File: src/rtl/branch_redirect_ctrl.sv
// Branch redirect controller: turns a resolved taken branch from EX into a fetch
// redirect handshake followed by a fixed-length pipeline flush.
module branch_redirect_ctrl #(
    parameter int FLUSH_CYCLES = 2
) (
    input  logic        clk_i,
    input  logic        rst_i,
    input  logic        br_valid_i,
    input  logic        br_taken_i,
    input  logic [31:0] br_target_i,
    input  logic        redir_ready_i,
    output logic        redir_valid_o,
    output logic [31:0] redir_pc_o,
    output logic        flush_o,
    output logic        busy_o,
    output logic        misalign_o,
    output logic [31:0] misalign_addr_o,
    output logic [31:0] br_cnt_o,
    output logic [31:0] taken_cnt_o
);

    typedef enum logic [1:0] {
        IDLE     = 2'd0,
        REDIRECT = 2'd1,
        FLUSH    = 2'd2
    } state_e;

    localparam int         FLUSH_LOAD_INT = (FLUSH_CYCLES > 0) ? FLUSH_CYCLES - 1 : 0;
    localparam logic [3:0] FLUSH_LOAD     = FLUSH_LOAD_INT[3:0];

    state_e      state_q, state_d;
    logic        redir_valid_q, redir_valid_d;
    logic [31:0] redir_pc_q, redir_pc_d;
    logic        flush_q, flush_d;
    logic        busy_q, busy_d;
    logic        misalign_q, misalign_d;
    logic [31:0] misalign_addr_q, misalign_addr_d;
    logic [31:0] br_cnt_q, br_cnt_d;
    logic [31:0] taken_cnt_q, taken_cnt_d;
    logic [3:0]  fcnt_q, fcnt_d;

    always_ff @(posedge clk_i) begin
        if (rst_i) begin
            state_q         <= IDLE;
            redir_valid_q   <= 1'b0;
            redir_pc_q      <= 32'd0;
            flush_q         <= 1'b0;
            busy_q          <= 1'b0;
            misalign_q      <= 1'b0;
            misalign_addr_q <= 32'd0;
            br_cnt_q        <= 32'd0;
            taken_cnt_q     <= 32'd0;
            fcnt_q          <= 4'd0;
        end else begin
            state_q         <= state_d;
            redir_valid_q   <= redir_valid_d;
            redir_pc_q      <= redir_pc_d;
            flush_q         <= flush_d;
            busy_q          <= busy_d;
            misalign_q      <= misalign_d;
            misalign_addr_q <= misalign_addr_d;
            br_cnt_q        <= br_cnt_d;
            taken_cnt_q     <= taken_cnt_d;
            fcnt_q          <= fcnt_d;
        end
    end

    always_comb begin
        state_d         = state_q;
        redir_valid_d   = redir_valid_q;
        redir_pc_d      = redir_pc_q;
        flush_d         = flush_q;
        busy_d          = busy_q;
        misalign_d      = 1'b0;
        misalign_addr_d = misalign_addr_q;
        br_cnt_d        = br_cnt_q;
        taken_cnt_d     = taken_cnt_q;
        fcnt_d          = fcnt_q;
        case (state_q)
            IDLE: begin
                if (br_valid_i) begin
                    br_cnt_d = br_cnt_q + 32'd1;
                    if (br_taken_i) begin
                        if (br_target_i[1:0] == 2'b00) begin
                            state_d       = REDIRECT;
                            redir_valid_d = 1'b1;
                            redir_pc_d    = br_target_i;
                            flush_d       = 1'b1;
                            busy_d        = 1'b1;
                            taken_cnt_d   = taken_cnt_q + 32'd1;
                        end else begin
                            misalign_d      = 1'b1;
                            misalign_addr_d = br_target_i;
                        end
                    end
                end
            end
            REDIRECT: begin
                if (redir_ready_i) begin
                    redir_valid_d = 1'b0;
                    if (FLUSH_CYCLES > 0) begin
                        state_d = FLUSH;
                        fcnt_d  = FLUSH_LOAD;
                    end else begin
                        state_d = IDLE;
                        flush_d = 1'b0;
                        busy_d  = 1'b0;
                    end
                end
            end
            FLUSH: begin
                // Counter reaching zero means the last flush cycle is the current one.
                if (fcnt_q == 4'd0) begin
                    state_d = IDLE;
                    flush_d = 1'b0;
                    busy_d  = 1'b0;
                end else begin
                    fcnt_d = fcnt_q - 4'd1;
                end
            end
            default: begin
                state_d       = IDLE;
                redir_valid_d = 1'b0;
                flush_d       = 1'b0;
                busy_d        = 1'b0;
            end
        endcase
    end

    assign redir_valid_o   = redir_valid_q;
    assign redir_pc_o      = redir_pc_q;
    assign flush_o         = flush_q;
    assign busy_o          = busy_q;
    assign misalign_o      = misalign_q;
    assign misalign_addr_o = misalign_addr_q;
    assign br_cnt_o        = br_cnt_q;
    assign taken_cnt_o     = taken_cnt_q;

endmodule
File: config.mk
export PLATFORM = sky130hd
export DESIGN_NAME = branch_redirect_ctrl
export DESIGN_NICKNAME = d
export VERILOG_FILES = /design/src/rtl/branch_redirect_ctrl.sv
export SDC_FILE = /design/constraint.sdc
export NUM_CORES = 1
export LEC_CHECK = 0
export BUFFER_PORTS_ARGS = -buffer_cell sky130_fd_sc_hd__buf_2
export CAP_MARGIN = 20
export CORE_ASPECT_RATIO = 0.7
export CORE_UTILIZATION = 51
export CTS_CLUSTER_DIAMETER = 150
export DETAILED_ROUTE_END_ITERATION = 8
export GPL_TIMING_DRIVEN = 0
export PLACE_DENSITY_LB_ADDON = 0.15
export SETUP_SLACK_MARGIN = 0.2
export SYNTH_ARGS = -nofsm -noshare
export SYNTH_HDL_FRONTEND = slang
export SYNTH_SLANG_ARGS = --single-unit
File: constraint.sdc
create_clock -name clk_i -period 2.7 [get_ports clk_i]
set_input_delay 0.54 -clock clk_i [delete_from_list [all_inputs] [get_ports clk_i]]
set_output_delay 0.54 -clock clk_i [all_outputs]
set_load 0.1 [all_outputs]
* After elaboration in Yosys (flattened, before gate mapping)
Index checks and enable logic that the tools add are counted.
** Operators by class
- Div/mod/pow operators :: 0
- Shift operators :: 0
- Muxes and demuxes :: 17
- $add $sub $neg :: 3
- Bitwise logic cells :: 6
- Reductions and logical operators :: 12
- Order comparisons :: 0
- Multipliers :: 0
- Eq/ne operators :: 8
** Operators with widths (count)
- 32-bit by 1-bit adder with 32-bit output (second input constant) :: 2
- 5-bit AND reduction :: 3
- 2-bit inequality test (second input constant) :: 6
- 2-bit two-way mux :: 5
- 4-bit two-way mux :: 2
- 4-bit case mux with 2 select lines :: 1
- 4-bit AND reduction :: 2
- 1-bit two-way mux :: 6
- 1-bit NOT :: 6
- 1-bit case mux with 3 select lines :: 2
- 2-bit case mux with 3 select lines :: 1
- 2-bit logical NOT :: 2
- 4-bit logical NOT :: 1
- 4-bit OR reduction :: 1
- 4-bit by 1-bit subtractor with 4-bit output (second input constant) :: 1
- 3-bit AND reduction :: 1
- 2-bit by 1-bit equality test with 1-bit output (second input constant) :: 1
- 2-bit equality test (second input constant) :: 1
- 2-bit AND reduction :: 1
- 2-bit nonzero test :: 1
** Word-level totals
- RAM bits :: 0
- Latch bits :: 0
- Output and inout port bits :: 132
- Bits of input ports :: 37
- Logic and storage cells :: 55
- Memory bits (read-only) :: 0
- Memories kept :: 0
- Bits in registers :: 137

* Logic depth before layout (Yosys ltp)
- Word-level depth :: 5
- Depth in mapped cells :: 8
- Depth with buffers taken out :: 5

* Worst setup path before layout
OpenSTA, ideal clock, no wires.
- Path kind :: reg2reg
- From :: reg br_cnt_q[0], in the netlist br_cnt_o[0]
- To :: reg br_cnt_q[18], in the netlist br_cnt_o[18]
- Cell stages (with the launch flop) :: 7
- Path buffers :: 1
- Data required time :: 2630 ps
- Clock period less this slack :: 2807 ps
- Library setup time :: 70 ps
- Path slack :: -107 ps
- Arrival :: 2736 ps
- Path through :: dfxtp_1 > ha_1 > nand3_1 > or4_1 > clkbuf_2 > or4_1 > a21oi_1
** Between the ends
- Cells in the longest elaborated chain, start to end :: 1
** RTL lines
- start, declared :: line 38 : logic [31:0] br_cnt_q, br_cnt_d;
- start signal, assigned :: line 62 : br_cnt_q <= br_cnt_d;
- 32-bit by 1-bit adder with 32-bit output :: line 82 : br_cnt_d = br_cnt_q + 32'd1;
Every way passes these cells.
A chain may end at the register's enable or synchronous reset.

* Final worst setup path
- From :: reg state_q[1]
- To :: reg br_cnt_q[22], in the netlist br_cnt_o[22]
** Between the ends
- Cells in the longest elaborated chain, start to end :: 2
** RTL lines
- start, declared :: line 31 : state_e state_q, state_d;
- start signal, assigned :: line 55 : state_q <= state_d;
- 2-bit logical NOT :: line 79 : case (state_q)
- 2-bit AND reduction (no source line)
Every way passes these cells.

==> results.sh <==
export IMPL_status="complete, no violations"
export IMPL_drtIter0Drc=403
export IMPL_dpl_instance_area_sq_um=6720
export IMPL_core_area_sq_um=10600
export IMPL_multiInputGateArea_sq_um=2740
export IMPL_routed_wl_microns=16300
export IMPL_cap_violations=0
export IMPL_ys_ff_latch=137
export IMPL_cts_hold_buf=0
export IMPL_diodes=0
export IMPL_slew_violations=0
export IMPL_postCtsSetupRepairBufs=0
export IMPL_ir_drop_uv=528
export IMPL_wl_met2_microns=7440
export IMPL_pwr_share_comb=0.096
export IMPL_postRouteAntennaNets=0
export IMPL_crit_type="register to register"
export IMPL_arrival_ns=2.70
export IMPL_ys_flop_type="dfxtp_1"
export IMPL_power_frac_seq=0.411
export IMPL_portBuffers=167
export IMPL_clockBufferDepth=2
export IMPL_grt_max_degree=17
export IMPL_fin_hold_ws_ns=0.371
export IMPL_top_layer="met4"
export IMPL_syn_area_per_cell_sq_um=8.23
export IMPL_clkLatencyLatePin_ns=0.41
export IMPL_die_x_microns=128
export IMPL_worstPathMaxFanout=10
export IMPL_final_hold_viol_count=0
export IMPL_firstDrtPassIters=7
export IMPL_area_growth_pct=30.8
export IMPL_dr_total_vias=5933
export IMPL_leakage_nw=2.91
export IMPL_p_switching_mw=1.34
export IMPL_critPathCaptureType="register"
export IMPL_dr_wl_met3_microns=1150
export IMPL_clock_fmax_ghz=0.413
export IMPL_synth_area_top_cells="dfxtp_1, nand2_1, a21oi_1"
export IMPL_root_buffer="clkbuf_16"
export IMPL_power_density_nw_per_um2=685
export IMPL_seq_area_sq_um=2790
export IMPL_yosysSeqAreaShare=0.485
export IMPL_crit_path_start_kind="register"
export IMPL_hold_class="primary input to register"
export IMPL_ys_top_cells_by_count="nand2_1, dfxtp_1, a21oi_1"
export IMPL_fin_crit_sh=0.898
export IMPL_async_flop_share=0
export IMPL_finalInstanceArea_sq_um=7390
export IMPL_groute_usage_overall=0.283
export IMPL_tightest_slew_ns=0.629
export IMPL_clkSinkCount=137
export IMPL_netlist_area_sq_um=5650
export IMPL_cts_tree="done"
export IMPL_yosysTopAreaCell="dfxtp_1"
export IMPL_nets=913
export IMPL_dieArea_sq_um=11500
export IMPL_ios=169
export IMPL_nFillCells=878
export IMPL_layout_drive_gt1_share=0.278
export IMPL_ys_warn_count=0
export IMPL_syn_inst=687
export IMPL_drcViolationCount=0
export IMPL_start_util=0.536
export IMPL_synth_edf_count=0
export IMPL_gr_total_overflow=0
export IMPL_setup_viol=0
export IMPL_fin_cells=1034
export IMPL_p_int_mw=3.72
export IMPL_cts_buffers=17
export IMPL_drt_met1_wl_microns=7480
export IMPL_synth_net_count=727
export IMPL_post_route_min_period_ns=2.42
export IMPL_maxSlewHeadroom=0.579
export IMPL_routed_via_density=5.74
export IMPL_grt_pass1_wl_microns=26200
export IMPL_placed_cells=1002
export IMPL_reg2reg_depth=8
export IMPL_skew_ns=0.0107
export IMPL_routabilityCongestion=0.856
export IMPL_ys_types=40
export IMPL_first_global_vias=5345
export IMPL_path_clk_slew_ns=0.06
export IMPL_synth_most_common_cell="nand2_1"
export IMPL_rsz0062_at_grt="false"
export IMPL_clock_power_share=0.493
export IMPL_swShare=0.265
export IMPL_required_ns=2.97
export IMPL_htreeDepth=4
export IMPL_route_detailed_wl_per_inst_microns=15.7
export IMPL_min_path_cells=3
export IMPL_dpl_hpwl_microns=11600
export IMPL_die_h_microns=90.1
export IMPL_yosysTopAreaCellShare=0.485
export IMPL_antenna_found_initial=0
export IMPL_row_count=31
==> power groups by stage <==
stage	sequential [mW]	clock, mW	combinational (mW)
3_5_place_dp	2.13	0	0.482
2_1_floorplan	2.39	0	0.111
3_3_place_gp	2.12	0	0.477
5_1_grt	2.09	2.60	0.512
4_1_cts	2.08	2.51	0.484
6_report	2.08	2.50	0.488
==> critical path, stage by stage, from the launching register on <==
cell and delay [ns]:
dfxtp_1 0.30, buf_6 0.13, or3b_1 0.36, clkbuf_2 0.15, or4_1 0.56, clkbuf_4 0.20, clkbuf_4 0.20, o31ai_1 0.27
a21oi_1 0.10
==> registers in the layout, indices dropped and copies added, names as in the netlist <==
name	cells
br_cnt_o	32
misalign_addr_o	32
redir_pc_o	32
taken_cnt_o	32
fcnt_q	4
state_q	2
busy_o	1
misalign_o	1
redir_valid_o	1
==> timing repair <==
item | CTS | global route
endpoints found under the setup margin | 48 | 19
gates resized for setup | 2 | 10
hold endpoints to repair | 0 | 0
cloned | 0 | 0
pin swaps | 0 | 1
==> worst paths after layout <==
kind | end | slack, ns | startpoint
min | misalign_addr_o[28] | 0.37 | br_target_i[28]
max reg2reg | br_cnt_o[22] | 0.28 | state_q[1]
min reg2reg | redir_pc_o[11] | 0.45 | redir_pc_o[11]
max | br_cnt_o[22] | 0.28 | state_q[1]
==> layer usage <==
layer | track usage | up-vias
met5 | 0 | -
met4 | 0.0853 | 0
met3 | 0.0571 | 16
met2 | 0.444 | 256
met1 | 0.391 | 2823
li1 | - | 2838
==> cells by family (layout without fill, tap and decap cells) <==
group	after synthesis	count (layout)	share of synthesized area
buffers and inverters	52	251	0.0367
AO/OA/AOI/OAI	165	165	0.166
adder cells (fa/ha/maj)	3	3	0.00664
AND/OR/NAND/NOR	310	310	0.274
flip-flops	137	137	0.485
XOR/XNOR	20	20	0.0310
==> area by class of cell <==
| type | instances | area share |
|---|---|---|
| flip-flops and latches | 137 | 0.377 |
| multi-input cells | 498 | 0.370 |
| repair buffers | 167 | 0.113 |
| clock buffers | 19 | 0.0599 |
| clock inverters | 13 | 0.0261 |
| well taps | 148 | 0.0251 |
| plain buffers | 43 | 0.0245 |
| inverters | 9 | 0.00457 |
==> layout by cell type (no fill, tap or decap), types with 3 or more instances in the layout <==
| cell | count |
|---|---|
| buf_2 | 167 |
| nand2_1 | 152 |
| a21oi_1 | 111 |
| dfxtp_1 | 103 |
| clkbuf_1 | 39 |
| or4_1 | 37 |
| dfxtp_2 | 34 |
| o31ai_1 | 29 |
| nand3_1 | 27 |
| nor2_1 | 25 |
| nand4_1 | 19 |
| clkbuf_16 | 17 |
| or3_1 | 14 |
| o21ai_0 | 12 |
| xnor2_1 | 11 |
| inv_1 | 9 |
| xor2_1 | 9 |
| and4_1 | 8 |
| and3_1 | 8 |
| nor3_1 | 7 |
| bufinv_16 | 4 |
| clkinv_4 | 4 |
| o31ai_2 | 3 |
| nor4_1 | 3 |
| ha_1 | 3 |
==> stage by stage <==
step                power, mW  setup WS [ns]  TNS [ns]  utilization
floorplan                2.50          0.208         0            -
global placement         2.60         -0.101    -0.866        0.637
detailed placement       2.61         -0.253     -4.22        0.637
CTS                      5.08          0.253         0        0.697
global route             5.20          0.202         0        0.701
finish                   5.07          0.276         0        0.701
(Power assumes the default switching activity.)
